$ cat config.mk
export PLATFORM = sky130hd
export DESIGN_NAME = flappy_game_ctrl_flat
export DESIGN_NICKNAME = d
export VERILOG_FILES = /design/src/rtl/flappy_pkg.sv /design/src/rtl/flappy_game_ctrl_if.sv /design/src/rtl/flappy_lfsr.sv /design/src/rtl/flappy_game_ctrl.sv /design/src/flat_wrapper.sv
export SDC_FILE = /design/constraint.sdc
export NUM_CORES = 1
export LEC_CHECK = 0
export ABC_AREA = 0
export BUFFER_PORTS_ARGS = -buffer_cell sky130_fd_sc_hd__buf_2
export CORE_UTILIZATION = 55
export CTS_BUF_LIST = sky130_fd_sc_hd__clkbuf_8
export CTS_CLUSTER_SIZE = 24
export DETAILED_ROUTE_END_ITERATION = 8
export PLACE_DENSITY = 0.84
export SLEW_MARGIN = 10
export SYNTH_ARGS = -nofsm -noshare
export SYNTH_HDL_FRONTEND = slang
export SYNTH_SLANG_ARGS = --single-unit
$ cat constraint.sdc
create_clock -name dclk -period 8 [get_ports dclk]
set_clock_uncertainty 0.2 [all_clocks]
set_input_delay 0.4 -clock dclk [delete_from_list [all_inputs] [get_ports dclk]]
set_output_delay 0.4 -clock dclk [all_outputs]
set_load 0.05 [all_outputs]
$ cat src/rtl/flappy_pkg.sv
// ============================================================================
// flappy_pkg : shared states, renderer geometry and LFSR seed for the game core
// Rev 1.0
// ============================================================================
`default_nettype none

package flappy_pkg;

    typedef enum logic [1:0] {
        IDLE = 2'd0,
        PLAY = 2'd1,
        DEAD = 2'd2
    } state_t;

    // Renderer line/column geometry; only the left pipe can reach the bird column.
    localparam logic [10:0] c_bird_col_lo = 11'd101;
    localparam logic [10:0] c_bird_col_hi = 11'd139;
    localparam logic [10:0] c_gap_top_ofs = 11'd75;
    localparam logic [10:0] c_gap_bot_ofs = 11'd215;
    localparam logic [8:0]  c_win_lo      = 9'd157;
    localparam logic [8:0]  c_win_hi      = 9'd243;
    localparam logic [8:0]  c_score_line  = 9'd244;
    localparam logic [10:0] c_top_line    = 11'd461;
    localparam logic [10:0] c_bot_line    = 11'd499;

    localparam logic [7:0]  c_lfsr_seed   = 8'hA5;
    localparam logic [7:0]  c_gap_reset   = 8'd100;
    localparam logic [7:0]  c_gap_max     = 8'd200;
    localparam logic [7:0]  c_gap_fold    = 8'd56;
    localparam logic [3:0]  c_score_max   = 4'd15;

    function automatic logic [7:0] gap_clamp(input logic [7:0] raw);
        return (raw <= c_gap_max) ? raw : (raw - c_gap_fold);
    endfunction

endpackage

`default_nettype wire

$ cat src/rtl/flappy_game_ctrl_if.sv
// ============================================================================
// flappy_game_ctrl_if : frame inputs and per-frame game outputs to the renderer
// Rev 1.0
// ============================================================================
`default_nettype none

interface flappy_game_ctrl_if;
    logic       vsync;
    logic       btn_flap;
    logic [9:0] bird_coord;
    logic [8:0] pipe_pos;
    logic [7:0] pipe_array0;
    logic [7:0] pipe_array1;
    logic [3:0] current_score;
    logic       game_over;

    modport master (
        input  vsync, btn_flap,
        output bird_coord, pipe_pos, pipe_array0, pipe_array1, current_score, game_over
    );

    modport slave (
        output vsync, btn_flap,
        input  bird_coord, pipe_pos, pipe_array0, pipe_array1, current_score, game_over
    );
endinterface

`default_nettype wire

$ cat src/rtl/flappy_lfsr.sv
// ============================================================================
// flappy_lfsr : free-running 8-bit LFSR (x^8+x^6+x^5+x^4+1) with gap clamp
// Rev 1.0
// ============================================================================
`default_nettype none

module flappy_lfsr
    import flappy_pkg::*;
(
    input  wire logic       dclk,
    input  wire logic       clr_n,
    output logic [7:0]      gap
);

    logic [7:0] r_lfsr;
    logic       w_fb;

    assign w_fb = r_lfsr[7] ^ r_lfsr[5] ^ r_lfsr[4] ^ r_lfsr[3];

    // The all-zero lock-up state is unreachable from the seed; reseed defensively anyway.
    always_ff @(posedge dclk or negedge clr_n) begin
        if (!clr_n) begin
            r_lfsr <= c_lfsr_seed;
        end else if (r_lfsr == 8'h00) begin
            r_lfsr <= c_lfsr_seed;
        end else begin
            r_lfsr <= {r_lfsr[6:0], w_fb};
        end
    end

    assign gap = gap_clamp(r_lfsr);

endmodule

`default_nettype wire

$ cat src/rtl/flappy_game_ctrl.sv
// ============================================================================
// flappy_game_ctrl : per-frame game logic (FSM, physics, pipes, score) for VGA
// Optional build macro FLAPPY_GODMODE_EN: no pipe deaths, ground clamps.  Rev 1.0
// ============================================================================
`default_nettype none

module flappy_game_ctrl
    import flappy_pkg::*;
#(
    parameter int START_Y     = 240,
    parameter int BIRD_MIN    = 20,
    parameter int BIRD_MAX    = 460,
    parameter int FLAP_VEL    = 8,
    parameter int GRAVITY     = 1,
    parameter int MAX_FALL    = 10,
    parameter int SCROLL_STEP = 2,
    parameter int PIPE_PERIOD = 345,
    parameter int DEAD_FRAMES = 60
) (
    input  wire logic          dclk,
    input  wire logic          clr_n,
    flappy_game_ctrl_if.master gif
);

    localparam int                 c_cnt_w       = $clog2(DEAD_FRAMES + 1);
    localparam logic [9:0]         c_start_y     = 10'(START_Y);
    localparam logic signed [10:0] c_bird_min    = 11'(BIRD_MIN);
    localparam logic signed [10:0] c_bird_max    = 11'(BIRD_MAX);
    localparam logic signed [6:0]  c_flap_vel    = 7'(FLAP_VEL);
    localparam logic signed [6:0]  c_gravity     = 7'(GRAVITY);
    localparam logic signed [6:0]  c_fall_floor  = -7'(MAX_FALL);
    localparam logic [9:0]         c_scroll      = 10'(SCROLL_STEP);
    localparam logic [9:0]         c_period      = 10'(PIPE_PERIOD);
    localparam logic [c_cnt_w-1:0] c_dead_frames = c_cnt_w'(DEAD_FRAMES);

    state_t              r_state, w_state_next;
    logic [9:0]          r_bird, w_bird_next;
    logic signed [5:0]   r_vel, w_vel_next;
    logic [8:0]          r_pipe, w_pipe_next;
    logic [7:0]          r_arr0, w_arr0_next;
    logic [7:0]          r_arr1, w_arr1_next;
    logic [3:0]          r_score, w_score_next;
    logic                r_game_over, w_game_over_next;
    logic [c_cnt_w-1:0]  r_dead_cnt, w_dead_cnt_next;

    logic r_btn_s1, r_btn_s2, r_btn_q;
    logic r_vs_q, r_vs_qq;
    logic r_flap_pend;
    logic w_btn_rise, w_tick;
    logic [7:0] w_gap_new;

    flappy_lfsr u_lfsr (
        .dclk  (dclk),
        .clr_n (clr_n),
        .gap   (w_gap_new)
    );

    assign w_btn_rise = r_btn_s2 & ~r_btn_q;
    assign w_tick     = r_vs_q & ~r_vs_qq;

    // vsync history resets high so a release with vsync high is not seen as an edge.
    always_ff @(posedge dclk or negedge clr_n) begin
        if (!clr_n) begin
            r_btn_s1    <= 1'b0;
            r_btn_s2    <= 1'b0;
            r_btn_q     <= 1'b0;
            r_vs_q      <= 1'b1;
            r_vs_qq     <= 1'b1;
            r_flap_pend <= 1'b0;
        end else begin
            r_btn_s1 <= gif.btn_flap;
            r_btn_s2 <= r_btn_s1;
            r_btn_q  <= r_btn_s2;
            r_vs_q   <= gif.vsync;
            r_vs_qq  <= r_vs_q;
            if (w_tick) begin
                r_flap_pend <= w_btn_rise;
            end else if (w_btn_rise) begin
                r_flap_pend <= 1'b1;
            end
        end
    end

    // One frame of flight physics and scrolling, evaluated from the current registers.
    logic signed [6:0]  w_vel_dec, w_vel_step;
    logic signed [10:0] w_h;
    logic [9:0]         w_p, w_bird_step;
    logic [8:0]         w_pipe_step;
    logic [7:0]         w_arr1_step;
    logic [10:0]        w_bird_top, w_bird_bot, w_gap_top, w_gap_bot;
    logic               w_ground, w_ceil, w_wrap, w_scored, w_in_win, w_hit;

    always_comb begin : play_step
        w_vel_dec = {r_vel[5], r_vel} - c_gravity;
        if (r_flap_pend) begin
            w_vel_step = c_flap_vel;
        end else if (w_vel_dec < c_fall_floor) begin
            w_vel_step = c_fall_floor;
        end else begin
            w_vel_step = w_vel_dec;
        end

        w_h      = $signed({1'b0, r_bird}) + {{4{w_vel_step[6]}}, w_vel_step};
        w_ground = (w_h < c_bird_min);
        w_ceil   = (w_h > c_bird_max);
        if (w_ground) begin
            w_bird_step = c_bird_min[9:0];
        end else if (w_ceil) begin
            w_bird_step = c_bird_max[9:0];
        end else begin
            w_bird_step = w_h[9:0];
        end

        w_p         = {1'b0, r_pipe} + c_scroll;
        w_wrap      = (w_p >= c_period);
        w_pipe_step = w_wrap ? 9'(w_p - c_period) : w_p[8:0];
        w_arr1_step = w_wrap ? r_arr0 : r_arr1;
        w_scored    = (r_pipe < c_score_line) && (w_pipe_step >= c_score_line);

        w_bird_top = c_top_line - {1'b0, w_bird_step};
        w_bird_bot = c_bot_line - {1'b0, w_bird_step};
        w_gap_top  = {3'b000, w_arr1_step} + c_gap_top_ofs;
        w_gap_bot  = {3'b000, w_arr1_step} + c_gap_bot_ofs;
        w_in_win   = (w_pipe_step >= c_win_lo) && (w_pipe_step <= c_win_hi);
        w_hit      = w_in_win && ((w_bird_top < w_gap_top) || (w_bird_bot > w_gap_bot));
    end

    // The IDLE->PLAY tick is itself the first flight frame, with the flap applied.
    always_comb begin : fsm_next
        w_state_next     = r_state;
        w_bird_next      = r_bird;
        w_vel_next       = r_vel;
        w_pipe_next      = r_pipe;
        w_arr0_next      = r_arr0;
        w_arr1_next      = r_arr1;
        w_score_next     = r_score;
        w_game_over_next = r_game_over;
        w_dead_cnt_next  = r_dead_cnt;

        if (w_tick) begin
            case (r_state)
                IDLE, PLAY: begin
                    if ((r_state == PLAY) || r_flap_pend) begin
                        w_state_next = PLAY;
                        w_vel_next   = w_vel_step[5:0];
                        w_bird_next  = w_bird_step;
                        w_pipe_next  = w_pipe_step;
                        w_arr1_next  = w_arr1_step;
                        if (w_wrap) begin
                            w_arr0_next = w_gap_new;
                        end
                        if (w_scored && (r_score != c_score_max)) begin
                            w_score_next = r_score + 4'd1;
                        end
`ifdef FLAPPY_GODMODE_EN
                        if (w_ground) begin
                            w_vel_next = '0;
                        end
`else
                        if (w_ground || w_hit) begin
                            w_state_next     = DEAD;
                            w_game_over_next = 1'b1;
                            w_dead_cnt_next  = '0;
                        end
`endif
                    end
                end
                DEAD: begin
                    if (r_dead_cnt != c_dead_frames) begin
                        w_dead_cnt_next = r_dead_cnt + 1'b1;
                    end else if (r_flap_pend) begin
                        w_state_next     = IDLE;
                        w_bird_next      = c_start_y;
                        w_vel_next       = '0;
                        w_pipe_next      = '0;
                        w_arr0_next      = c_gap_reset;
                        w_arr1_next      = c_gap_reset;
                        w_score_next     = '0;
                        w_game_over_next = 1'b0;
                        w_dead_cnt_next  = '0;
                    end
                end
                default: begin
                    w_state_next = IDLE;
                end
            endcase
        end
    end

    always_ff @(posedge dclk or negedge clr_n) begin
        if (!clr_n) begin
            r_state     <= IDLE;
            r_bird      <= c_start_y;
            r_vel       <= '0;
            r_pipe      <= '0;
            r_arr0      <= c_gap_reset;
            r_arr1      <= c_gap_reset;
            r_score     <= '0;
            r_game_over <= 1'b0;
            r_dead_cnt  <= '0;
        end else begin
            r_state     <= w_state_next;
            r_bird      <= w_bird_next;
            r_vel       <= w_vel_next;
            r_pipe      <= w_pipe_next;
            r_arr0      <= w_arr0_next;
            r_arr1      <= w_arr1_next;
            r_score     <= w_score_next;
            r_game_over <= w_game_over_next;
            r_dead_cnt  <= w_dead_cnt_next;
        end
    end

    assign gif.bird_coord    = r_bird;
    assign gif.pipe_pos      = r_pipe;
    assign gif.pipe_array0   = r_arr0;
    assign gif.pipe_array1   = r_arr1;
    assign gif.current_score = r_score;
    assign gif.game_over     = r_game_over;

endmodule

`default_nettype wire

$ cat src/flat_wrapper.sv
// flat-port wrapper written by rule: the top's interface ports become plain ports
module flappy_game_ctrl_flat import flappy_pkg::*;
#(
    parameter int START_Y     = 240,
    parameter int BIRD_MIN    = 20,
    parameter int BIRD_MAX    = 460,
    parameter int FLAP_VEL    = 8,
    parameter int GRAVITY     = 1,
    parameter int MAX_FALL    = 10,
    parameter int SCROLL_STEP = 2,
    parameter int PIPE_PERIOD = 345,
    parameter int DEAD_FRAMES = 60
)
  (dclk, clr_n, gif_vsync, gif_btn_flap, gif_bird_coord, gif_pipe_pos, gif_pipe_array0, gif_pipe_array1, gif_current_score, gif_game_over);
  flappy_game_ctrl_if gif_i ();
  input  wire logic dclk;
  input  wire logic clr_n;
  input wire logic [$bits(gif_i.vsync)-1:0] gif_vsync;
  input wire logic [$bits(gif_i.btn_flap)-1:0] gif_btn_flap;
  output wire logic [$bits(gif_i.bird_coord)-1:0] gif_bird_coord;
  output wire logic [$bits(gif_i.pipe_pos)-1:0] gif_pipe_pos;
  output wire logic [$bits(gif_i.pipe_array0)-1:0] gif_pipe_array0;
  output wire logic [$bits(gif_i.pipe_array1)-1:0] gif_pipe_array1;
  output wire logic [$bits(gif_i.current_score)-1:0] gif_current_score;
  output wire logic [$bits(gif_i.game_over)-1:0] gif_game_over;
  assign gif_i.vsync = gif_vsync;
  assign gif_i.btn_flap = gif_btn_flap;
  assign gif_bird_coord = gif_i.bird_coord;
  assign gif_pipe_pos = gif_i.pipe_pos;
  assign gif_pipe_array0 = gif_i.pipe_array0;
  assign gif_pipe_array1 = gif_i.pipe_array1;
  assign gif_current_score = gif_i.current_score;
  assign gif_game_over = gif_i.game_over;
  flappy_game_ctrl #(.START_Y(START_Y), .BIRD_MIN(BIRD_MIN), .BIRD_MAX(BIRD_MAX), .FLAP_VEL(FLAP_VEL), .GRAVITY(GRAVITY), .MAX_FALL(MAX_FALL), .SCROLL_STEP(SCROLL_STEP), .PIPE_PERIOD(PIPE_PERIOD), .DEAD_FRAMES(DEAD_FRAMES)) u_core (.dclk(dclk), .clr_n(clr_n), .gif(gif_i));
endmodule
# Word-level counts from Yosys, hierarchy flattened
# Cells that the tools add are included.
# op_classes
n_reduce_logical	18
n_mux	48
n_addsub	11
bitwise	7
n_eq_ne	11
n_lt_le_gt_ge	11
# ops
operator	n
$mux 8	8
$mux 10	5
$mux 6	6
$mux 9	4
$pmux 8 s2	2
$pmux 6 s2	2
$sub 9x10->11 const A	2
$pmux 10 s2	1
$ge 9x8->1 const B	2
$pmux 9 s2	1
$reduce_and 6->1	3
$mux 4	4
$mux 7	2
$add 10x11->11	1
$gt 11x10->1 const B	1
$gt 11x11->1	1
$lt 11x11->1	1
$lt 11x6->1 const B	1
$add 9x2->10 const B	1
$ge 10x9->1 const B	1
$ne 2x1->1 const B	5
$reduce_and 5->1	2
$add 8x7->9 const B	1
$add 8x8->9 const B	1
other kinds (30)	48
# totals
out_inout_bits	40
wordCells	122
ff_bits	68
inputBits	4

# Longest topological paths before layout
# Gate-level depths: netlist of the first run.
# logic_depth
depth_word	16
depth_mapped	36
ltp_nobuf	35

# Cells and area by module
# From an unflattened synthesis of the first run, not the netlist that was laid out.
# unflattened
cells_unflattened	691
hier_area_um2	5968.2
# by_module_without_submodules
module	cells_per_inst	area_per_inst_um2	instances
flappy_game_ctrl	643	5530.3	1
flappy_lfsr	48	437.9	1

# Worst setup path after synthesis of the first run
# Ideal clock, no wire load.
# synth_timing
kind	flip-flop to flip-flop
from	reg u_core.r_vel[0]
to	reg u_core.r_dead_cnt[2]
required_ns	7.679
setup_ns	0.121
slack_ns	0.895
arrival_ns	6.784
period_less_slack_ns	7.105
stages_incl_launch_ff	35
path_cell_list	dfrtp_1 inv_1 ha_1 inv_1 o22ai_1 o21ai_0 nand2_1 nand2_1 ha_1 inv_1 a21oi_1 ha_1 a21oi_1 nand2b_1 a311o_1 maj3_2 a311oi_4 xor2_2 nand4_2 o21bai_2 nand2b_1 nand2b_1 ha_1 inv_1 a311o_1 a31oi_1 mux2i_1 or3_1 ha_1 a21o_1 a311oi_1 nor4_1 a21oi_1 o21ai_2 a22o_1
# synth_between
elab_chain_cells	15
word_cells_on_any_way	18
# synth_rtl
element	line_no	rtl
start, declared	flappy_game_ctrl.sv:38	logic signed [5:0] r_vel, w_vel_next;
start signal, assigned	flappy_game_ctrl.sv:204	r_vel <= w_vel_next;
$sub 6x2->7 *	flappy_game_ctrl.sv:94	w_vel_dec = {r_vel[5], r_vel} - c_gravity;
$lt 7x5->1	flappy_game_ctrl.sv:97	end else if (w_vel_dec < c_fall_floor) begin
$mux 7 *	flappy_game_ctrl.sv:97	
$mux 7 *	flappy_game_ctrl.sv:95	if (r_flap_pend) begin
$add 10x11->11 *	flappy_game_ctrl.sv:103	w_h = $signed({1'b0, r_bird}) + {{4{w_vel_step[6]}}, w_vel_step};
$gt 11x10->1	flappy_game_ctrl.sv:105	w_ceil = (w_h > c_bird_max);
$mux 10	flappy_game_ctrl.sv:108	end else if (w_ceil) begin
$mux 10	flappy_game_ctrl.sv:106	if (w_ground) begin
$sub 9x10->11, on equally long branches	flappy_game_ctrl.sv:120, flappy_game_ctrl.sv:121	
$lt 11x11->1 / $gt 11x11->1 (equally long branches)	flappy_game_ctrl.sv:125	w_hit = w_in_win && ((w_bird_top < w_gap_top) || (w_bird_bot > w_gap_bot));
$logic_or 1x1->1	flappy_game_ctrl.sv:125	
$logic_and 1x1->1	flappy_game_ctrl.sv:125	
$logic_or 1x1->1 *	flappy_game_ctrl.sv:160	if (w_ground || w_hit) begin
$ne 2x1->1 (no source line) *	--	
$reduce_and 5->1 (no source line) *	--	
end signal, assigned	flappy_game_ctrl.sv:210	r_dead_cnt <= w_dead_cnt_next;
end, declared	flappy_game_ctrl.sv:44	logic [c_cnt_w-1:0] r_dead_cnt, w_dead_cnt_next;
# Mark *: on every way between the ends. The rest lies on a longest branch, timed or not.
# A chain may end at the register's enable or synchronous reset.

# Worst setup path after layout of the first run
# Ends and elaborated chain as after synthesis.

==> run summary, run 1 <==
The synthesized area per cell is between 8 and 9 um^2. The count of buffers inserted at the top-level ports is 43. The class of the most critical setup path is reg -> reg.

The cell count after synthesis is between 600 and 700. Across all hold checks on the routed design, the worst slack comes to 0.0319 ns. The sequential cell area is about 1700 um^2. The met1 track utilization from global routing came out at roughly two fifths.

The clock period minus final worst setup slack is around 7.6 ns. The run finished with clean final reports. Relative to the synthesized area, the layout overhead comes to 10.4%. The number of H-tree levels is 3.

The latest clock arrival within the worst-skew pair is about 0.35 ns. In the routed design, unresolved DRC markers number 0. The worst-margin pin slew is 0.978 ns. The first-pass GRT wire length is about 23000 um. The library cell used most frequently in the layout, excluding fill and tap cells, is sky130_fd_sc_hd__nand2_1. The number of CTS-inserted buffers is 9. Data arrives at the worst endpoint at 7.66 ns. The final hold violation count is 0. The proportion of netlist area held by the largest area contributor is 23.2%. The post-detailed-route wirelength per cell is between 15 and 20 um. The slowest stage of the critical path is the sky130_fd_sc_hd__ha_1 cell.

The area enclosed by the die boundary came out at 10600 um^2. The count of nets after finishing came out at 731. The initial antenna violation count is 0. The fill cell total of the finished layout is 865. In the synthesized netlist the dominant register cell turns out to be sky130_fd_sc_hd__dfrtp_1. The standard-cell row count is 36. Entering global routing, the biggest net connects just under 70 pins. The core box area came out at approximately 10000 um^2. In this run the deepest clock path goes through 2 buffers.

The count of flip-flops with a built-in enable after synthesis is 0. The wire length reported by the detailed router is approximately 15000 um. In the post-synthesis netlist, the biggest area contributors are sky130_fd_sc_hd__dfrtp_1, sky130_fd_sc_hd__ha_1, sky130_fd_sc_hd__dfstp_2. Counting every net in the synthesized netlist gives 696. The worst reg-to-reg setup slack came out at 0.38 ns. The number of pins exceeding their max-slew limit in the final report came out at 0. The cell count after placement is roughly 810. The cell type contributing the most total cell area after synthesis is sky130_fd_sc_hd__dfrtp_1. The fraction of registers with async set/reset came out at 100%. The ratio of final minimum period to clock period came out at between 90% and 100%.

The min-delay analysis places its worst path in the category in -> async. The tree is rooted in a sky130_fd_sc_hd__clkbuf_8. The first routing iteration left ~440 violations. Global routing consumed, on the met2 layer, 47.1% of the routing resources. The critical path capture point type is a register.

The worst register-to-register path has a depth of 33. The achievable frequency came out at around 0.13 GHz. The total global-route track usage is between 20 and 30%. The number of nets with antenna violations after detailed routing came out at 0. Global routing finished with a remaining overflow of 0. Across all layers, the routed design uses ~5.2k vias. Leaving out fill and tap cells, the most frequent cells in the layout are sky130_fd_sc_hd__nand2_1, sky130_fd_sc_hd__dfrtp_1, sky130_fd_sc_hd__buf_2. The sequential-to-total area share from yosys stat is between 30% and 40%.

The number of ports placed on the die boundary came out at 44. After global routing, the most crowded layer is met2. The final weighted congestion in routability-driven placement is just over 0.9. The worst pin sits at a relative slew slack of around a third. The post-layout instance count excluding filler cells is 825. The synthesized cell area is roughly 5600 um^2. The number of global-route vias before repair is roughly 4.8k. The count of maximum capacitance violations came out at 0. In this run, distinct cell masters in the synthesized netlist total 79. The largest fanout of any net on the critical path came out at 11. For the worst setup path, the data required time is between 8 and 9 ns. The die boundary height is between 100 and 150 um.

The effective utilization at floorplan is between 50 and 60%. The number of warning messages in the yosys log is 0. The ratio of cells with drive above 1 in the final layout came out at 17.2%. By instance count, the cell type seen most on the critical path is sky130_fd_sc_hd__ha_1. The clock sink count came out at just under 70.

STA classifies the critical path startpoint as a register. The number of synthesized register bits came out at between 60 and 70. In this run the critical register-to-register path is captured at u_core.r_dead_cnt[2]. The clock tree from TritonCTS is built. The estimated wirelength of the detail-placed design came out at 10400 um. The die is 103 um wide. After clock tree synthesis, the clock-pin slew on the worst setup and hold paths is roughly 0.080 ns. The via density per instance came out at ~6.2. The count of endpoints failing setup in the final report came out at 0.

Global routing consumed, on the met3 layer, under 10% of the routing resources. The diode insertion count for antenna repair came out at 0. The area taken by multi-input logic gates is between 3000 and 4000 um^2. The first-pass iteration count of the detailed router is 5.

In this run the critical register-to-register path is launched from u_core.r_vel[0]. In this design, the stage delay of the slowest critical-path cell is around 0.44 ns.
stage by stage:
stage	instance area, um^2	util (%)	setup TNS (ns)	setup slack, ns
final	6200	63.1	0	0.378
after global placement	5920	60.3	0	0.418
after CTS	6140	62.5	0	0.0476
after floorplan	5620	-	0	0.895
after global routing	6200	63.1	-0.0754	-0.0652
after detailed placement	5920	60.3	0	0.0734
repair_timing:
action,in CTS,in global routing
buffers inserted,0,2
setup endpoints to repair,0,9
endpoints found under the hold margin,2,0
hold buffers,2,0
resized for setup,0,10
flip-flops by register name (all words and copies together), names as in the netlist, 2 cells and up:
| signal | count |
|---|---|
| u_core.u_lfsr.r_lfsr | 8 |
| u_core.gif.pipe_array0 | 8 |
| u_core.r_dead_cnt | 6 |
| u_core.gif.pipe_array1 | 8 |
| u_core.gif.pipe_pos | 9 |
| u_core.r_vel | 6 |
| u_core.gif.bird_coord | 10 |
| u_core.r_state | 2 |
| u_core.gif.current_score | 4 |
worst max-delay path, delay by kind of cell (launching register included):
kind | cells | cell delay, ns
compound gates | 16 | 3.35
xor+xnor | 1 | 0.24
fa+ha+maj | 5 | 1.53
buf+inv | 2 | 0.17
flops | 1 | 0.40
mux | 1 | 0.10
simple gates | 8 | 1.49
worst max-delay path by stage:
stage                               start              endpoint  slack (ns)  depth (start not counted)
after floorplan           u_core.r_vel[0]  u_core.r_dead_cnt[2]        0.90                         34
after global placement    u_core.r_vel[0]  u_core.r_dead_cnt[2]        0.42                         34
after detailed placement  u_core.r_vel[1]  u_core.r_dead_cnt[2]        0.07                         34
after CTS                 u_core.r_vel[0]  u_core.r_dead_cnt[2]        0.05                         34
after global routing      u_core.r_vel[1]  u_core.r_dead_cnt[2]       -0.07                         33
final                     u_core.r_vel[0]  u_core.r_dead_cnt[2]        0.38                         33
routing by layer:
| metal | wire, um | part of all wire, % | vias up |
|---|---|---|---|
| met5 | 0 | 0 | - |
| met4 | 244 | 1.7 | 0 |
| met3 | 870 | 6.0 | 26 |
| met2 | 7080 | 49 | 193 |
| met1 | 6310 | 43 | 2499 |
| li1 | - | - | 2435 |
synthesized netlist by cell type (all sizes together), types with 8 or more instances:
cell,n
a211oi,8
a21o,11
a21oi,37
a22o,10
clkbuf,22
dfrtp,52
dfstp,16
ha,39
inv,28
mux2i,14
nand2,69
nand2b,19
nand3,22
nor2,37
nor2b,10
nor3,19
o21a,12
o21ai,55
o31ai,9
xnor2,37
xor2,14
area by class of cell:
cell class / count / share of cell area, %
clock inverter: 7 / 1.21
inverter: 28 / 1.69
timing repair buffer: 52 / 4.64
sequential: 68 / 27.8
tap: 133 / 2.68
clock buffer: 9 / 2.00
multi-input combinational: 528 / 60.0
kinds of logic (layout without fill, tap and decap cells):
kind of cell / count (synthesis) / in the layout / share of synthesized area [%]
AOI/OAI and AO/OA: 199 / 199 / 25.2
DFF: 68 / 68 / 30.6
and+or+nand+nor: 221 / 221 / 19.7
xor gates and xnor gates: 51 / 51 / 8.35
muxes: 15 / 15 / 2.69
buffers and inverters: 56 / 96 / 4.01
adders and majority gates: 42 / 42 / 9.42
Power of run 1 is left out: the tool's default activity adds up to more than one toggle a clock period on the data nets, which glitch-free logic cannot reach.
==> inputs of run 2 (changes only) <==
Settings changed: BUFFER_PORTS_ARGS -buffer_cell sky130_fd_sc_hd__buf_2 to -buffer_cell sky130_fd_sc_hd__buf_4.
==> run summary, run 2 (synthesized netlist as in run 1, its figures left out) <==
At the pin with the least slew margin, the transition time is between 1 and 1.5 ns. The standard-cell row count came out at 36. The clock transition at the register clock pins on the worst setup and hold paths after CTS came out at roughly 0.080 ns. For the worst flop-to-flop path, the logic depth is 34. The initial utilization of the core area, before any placement, comes to between 50% and 60%. The multi-input combinational cells in the finished layout cover a total of 3770 um^2. The first-pass iteration count of the detailed router is 4. The number of pins exceeding their max-slew limit in the final report was 0.

CTS placed an instance of sky130_fd_sc_hd__clkbuf_8 at the clock tree root. The count of endpoints failing setup in the final report came out at 0. After the last flow step, the layout net total stands at around 730. The critical path data required time is 8.04 ns. By instance count, the cell type seen most on the critical path is sky130_fd_sc_hd__nand2_1. The setup path with the least slack is of type reg -> reg.

The number of flip-flops in the largest register came out at 10. The latest clock arrival within the worst-skew pair is between 0.3 and 0.4 ns. The worst hold slack after final layout came out at approximately 0.15 ns. Across the run, the number of max-cap violations was 0. In the layout the commonest cells are sky130_fd_sc_hd__nand2_1, sky130_fd_sc_hd__dfrtp_1, sky130_fd_sc_hd__buf_4. The layout has 818 filler cells. The ratio of final minimum period to clock period came out at a little over nine tenths. Of all nets on the critical path, the largest fanout is 8. STA classifies the critical path endpoint as a register. The clock tree from TritonCTS is built. The ratio of cells with drive above 1 in the final layout came out at a little under a fifth. The estimated wirelength of the detail-placed design is 10500 um.

The pin count of the biggest net entering global routing came out at a little under 70. The pre-CTS worst setup slack is -0.0587 ns. The total congestion overflow came out at 0. The core box area came out at between 9000 and 10000 um^2. The largest single stage delay on the critical path is ~0.44 ns. After detailed routing, the number of vias per cell comes to between 6 and 7.

The path class of the tightest hold or removal check is reg -> reg. The number of design-rule violations left by the first detailed-router iteration is ~350. The number of global-route vias before repair is between 4k and 5k. The achievable frequency is 0.131 GHz. The die span in x is roughly 100 um. The number of ports placed on the die boundary came out at 44. The repair_antennas step left the layout with diodes totalling 0.

Counting instances, the worst hold path has a depth of 0. The clock drives 68 sinks. The first-pass GRT wire length came out at around 23000 um. The number of remaining DRC errors is 0.

The number of CTS-inserted buffers is 9. For this block, the routed nets add up to 14400 um of wire. The area added between synthesis and finish is 13.8%. The standard cell area after detailed placement is around 6000 um^2. The sequential cells in the finished layout cover a total of ~1700 um^2. The startpoint class of the critical path is a register. The final weighted congestion in routability-driven placement came out at approximately 0.92. The library cell used most frequently in the layout, excluding fill and tap cells, is sky130_fd_sc_hd__nand2_1.

The die boundary height came out at 103 um. The initial antenna violation count is 0. The clock period could shrink to between 7 and 8 ns. The headroom to the max-slew limit is 21.5%. In the final routed layout, each cell accounts on average for approximately 17 um. The clock passes through at most 2 buffers. Data arrives at the worst endpoint at 7.69 ns.

The number of vias after detailed routing came out at just over 5k. The post-route core utilization is ~65%. The total global-route track usage came out at between 20% and 30%. The finished layout cell area came out at 6390 um^2. The number of nets with antenna violations after detailed routing came out at 0.

The area enclosed by the die boundary is around 11000 um^2. The final hold violation count is 0. The flow ran to the end, and the final reports show no timing, DRC or antenna violations. The least setup slack across all paths after layout came out at ~0.35 ns. The count of buffers inserted at the top-level ports is between 40 and 50.

The number of H-tree levels is 3. On the critical path, the stage with the largest delay is an instance of sky130_fd_sc_hd__o41ai_4.
[run 2: cell types whose count changed in the layout (fill, tap and decap cells not counted), moves of 2 or more]
cell	previous run	this run
sky130_fd_sc_hd__ha_2	1	3
sky130_fd_sc_hd__buf_2	43	0
sky130_fd_sc_hd__ha_1	38	36
sky130_fd_sc_hd__clkinvlp_4	3	1
sky130_fd_sc_hd__buf_4	7	50
[run 2: area by class of cell]
type	count	share of cell area (%)
Multi-Input combinational cell	528	59.0
Sequential cell	68	26.9
Clock inverter	7	1.55
Clock buffer	9	1.94
Inverter	28	1.64
Tap cell	133	2.60
Timing Repair Buffer	53	6.34
[run 2: worst max-delay path: cells and delay by family (launching register included)]
kind                       cells  cell delay, ns
AOI/OAI and AO/OA             13            3.31
adders and majority gates      6            1.75
and+or+nand+nor               10            1.31
DFF                            1            0.39
xor gates and xnor gates       2            0.31
buffers and inverters          3            0.26
[run 2: path summary, 6_finish.rpt]
check	start	end	slack (ns)
max reg2reg	u_core.r_vel[1]	u_core.r_dead_cnt[2]	0.35
min reg2reg	u_core.r_btn_s1	u_core.r_btn_s2	0.15
min in group asynchronous	clr_n	u_core.r_vel[3]	0.49
max	u_core.r_vel[1]	u_core.r_dead_cnt[2]	0.35
min	u_core.r_btn_s1	u_core.r_btn_s2	0.15
max in group asynchronous	clr_n	u_core.gif.pipe_pos[3]	6.54
[run 2: timing repair]
action                     4_1_cts  5_1_grt
setup buffers                    0        3
setup endpoints to repair        2        9
hold buffers                     3        0
pin swaps                        1        3
hold endpoints to repair        42        0
gates resized for setup          2       18
[run 2: metal layers]
layer | vias up | track usage [%] | share of wire [%]
met3 | 32 | 5.42 | 4.8
met1 | 2479 | 36.5 | 44
met4 | 0 | 8.78 | 2.1
met5 | - | 0 | 0
li1 | 2442 | - | -
met2 | 158 | 48.2 | 49
[run 2: metrics by stage]
| step | setup TNS (ns) | cells |
|---|---|---|
| 6_report | 0 | 826 |
| 5_1_grt | -0.0233 | 826 |
| 4_1_cts | 0 | 823 |
| 3_5_place_dp | -0.0758 | 804 |
| 3_3_place_gp | 0 | 804 |
| 2_1_floorplan | 0 | 652 |
Power of run 2 is left out for the same reason.
==> inputs of run 3 (changes only) <==
Settings changed: PLACE_DENSITY 0.84 to not set, PLACE_DENSITY_LB_ADDON set to 0.25.
==> run summary, run 3 (synthesized netlist as in run 1, its figures left out) <==
The die span in x came out at a little over 100 um. In the layout the commonest cells are sky130_fd_sc_hd__nand2_1, sky130_fd_sc_hd__buf_4, sky130_fd_sc_hd__dfrtp_1. The worst-margin pin slew came out at ~0.92 ns. In the final routed layout, each cell accounts on average for ~17 um. The diode insertion count for antenna repair came out at 0.

The count of endpoints failing setup in the final report is 0. The depth of the worst register-to-register path came out at 33. The latest clock arrival within the worst-skew pair is approximately 0.36 ns.

Setup repair after global routing left no endpoint under its margin. Of all nets on the critical path, the largest fanout is 6. At the worst endpoint, the required time is between 8 and 9 ns.

The number of buffers between clock root and the deepest sink came out at 2. The largest incremental delay on the critical path came out at roughly 0.40 ns. The number of H-tree levels came out at 3. The count of nets left with antenna violations once routing finished came out at 0. The area enclosed by the die boundary came out at roughly 11000 um^2. The first detailed-routing pass took 5 iterations. The leading cell type in the layout, fill and taps excluded is sky130_fd_sc_hd__nand2_1. CTS placed an instance of sky130_fd_sc_hd__clkbuf_8 at the clock tree root. In this run the count of I/O pins placed on the die edge is 44. The path with the worst hold slack has its endpoint at u_core.r_btn_s2. The count of nets after finishing is between 700 and 800.

The achievable frequency came out at 0.132 GHz. The clock transition at the register clock pins on the worst setup and hold paths after CTS came out at roughly 0.090 ns. The most numerous cell type found on the critical path is sky130_fd_sc_hd__ha_1. STA classifies the critical path endpoint as a register. The first-pass GRT wire length is ~23000 um. The path class of the tightest hold or removal check is reg -> reg.

The standard-cell row count is 36. The highest metal layer carrying signal wires in the routed design is met4. The effective utilization at floorplan came out at a little under three fifths. The critical path crosses 33 cells after its start point.

The instance count along the most critical hold path is 0. Global routing consumed, over all layers together, 27.8% of the routing resources. Measured along the y axis, the die boundary spans about 100 um. The arrival time at the worst endpoint came out at roughly 7.6 ns. The ratio of cells with drive above 1 in the final layout is approximately 17%. In this run the most critical hold path is launched from u_core.r_btn_s1.

In this run the critical register-to-register path is launched from u_core.r_vel[0]. The number of design-rule violations left by the first detailed-router iteration came out at ~280. Across the run, the number of max-cap violations was 0. The detailed router placed about 5k vias in this run. The count of buffers inserted at the top-level ports came out at 43.

The final weighted congestion in routability-driven placement is around 0.9. The ratio of final minimum period to clock period is 94.4%. Summed over all nets, the half-perimeter wirelength after detailed placement is between 10000 and 15000 um.

The count of buffering cells on the critical path with inverters included is 3. In this run the standard cell core region covers 9820 um^2. Relative to the synthesized area, the layout overhead comes to 12.8%. The endpoint identified for the worst register-to-register timing path is u_core.r_dead_cnt[2].

The flow ran to the end, and the final reports show no timing, DRC or antenna violations. The number of CTS-inserted buffers came out at 9. The number of flip-flops in the largest register is 10. The clock tree from TritonCTS is built.

For flop-to-flop paths, the worst setup slack is 0.45 ns. The clock period minus final worst setup slack is roughly 7.6 ns. Wires add up to 13900 um. STA classifies the critical path startpoint as a register.

The total congestion overflow came out at 0. The number of global-route vias before repair came to ~4.8k. The number of remaining DRC errors came out at 0. Wire segments on met3 add up to about 770 um in the final route.

The summed negative setup slack over all endpoints came out at 0 ns. The wire length on met2 came out at roughly 6400 um. The detailed router put a total of ~6400 um of wire on met1.

The largest individual stage delay along the critical path comes from the cell sky130_fd_sc_hd__dfrtp_1. The worst setup path is of the reg -> reg kind. The clock net in this run drives a total of about 70 sinks. The number of pins exceeding their max-slew limit in the final report is 0.

The pin count of the biggest net entering global routing is 69. The final hold violation count came to 0. In this run the tightest slew margin relative to its limit is approximately 39%. The initial antenna violation count is 0. The via density per instance is 6.07. The family with the most delay on the worst path is compound AO/OA/AOI/OAI gates.
==> run 3: per-stage QoR <==
step	hold WS [ns]	cell area, um^2	utilization [%]	worst slack [ns]	instances
after floorplan	-0.0956	5620	-	0.895	652
after global placement	0.134	6030	61.4	0.311	806
after detailed placement	0.137	6030	61.4	0.0750	806
after CTS	0.157	6270	63.8	0.0222	825
after global routing	0.178	6340	64.5	0.0379	828
final	0.157	6340	64.5	0.445	828
==> run 3: what timing repair did <==
action,4_1_cts,5_1_grt
endpoints found under the setup margin,0,9
hold buffers,3,0
endpoints found under the hold margin,47,0
setup buffers,0,3
gates resized for setup,0,8
==> run 3: routing by layer <==
layer  GRT usage [%]  up-vias
met4            10.1        0
li1                -     2442
met3            4.14       30
met5               0        -
met1            37.6     2407
met2            45.2      149
==> run 3: how the worst max path moves through the flow <==
stage	startpoint	end	slack, ns
6_report	u_core.r_vel[0]	u_core.r_dead_cnt[2]	0.45
5_1_grt	u_core.r_vel[0]	u_core.r_dead_cnt[2]	0.04
4_1_cts	u_core.r_vel[0]	u_core.r_dead_cnt[2]	0.02
3_5_place_dp	u_core.r_vel[0]	u_core.r_dead_cnt[2]	0.07
3_3_place_gp	u_core.r_vel[0]	u_core.r_dead_cnt[2]	0.31
2_1_floorplan	u_core.r_vel[0]	u_core.r_dead_cnt[2]	0.90
==> run 3: area by class of cell <==
| cell class | count | area (um^2) |
|---|---|---|
| tap | 133 | 166 |
| sequential | 68 | 1720 |
| clock inverter | 7 | 82.6 |
| multi-input combinational | 528 | 3720 |
| clock buffer | 9 | 124 |
| fill | 862 | 3480 |
| inverter | 28 | 105 |
| timing repair buffer | 55 | 420 |
Power of run 3 is left out for the same reason.
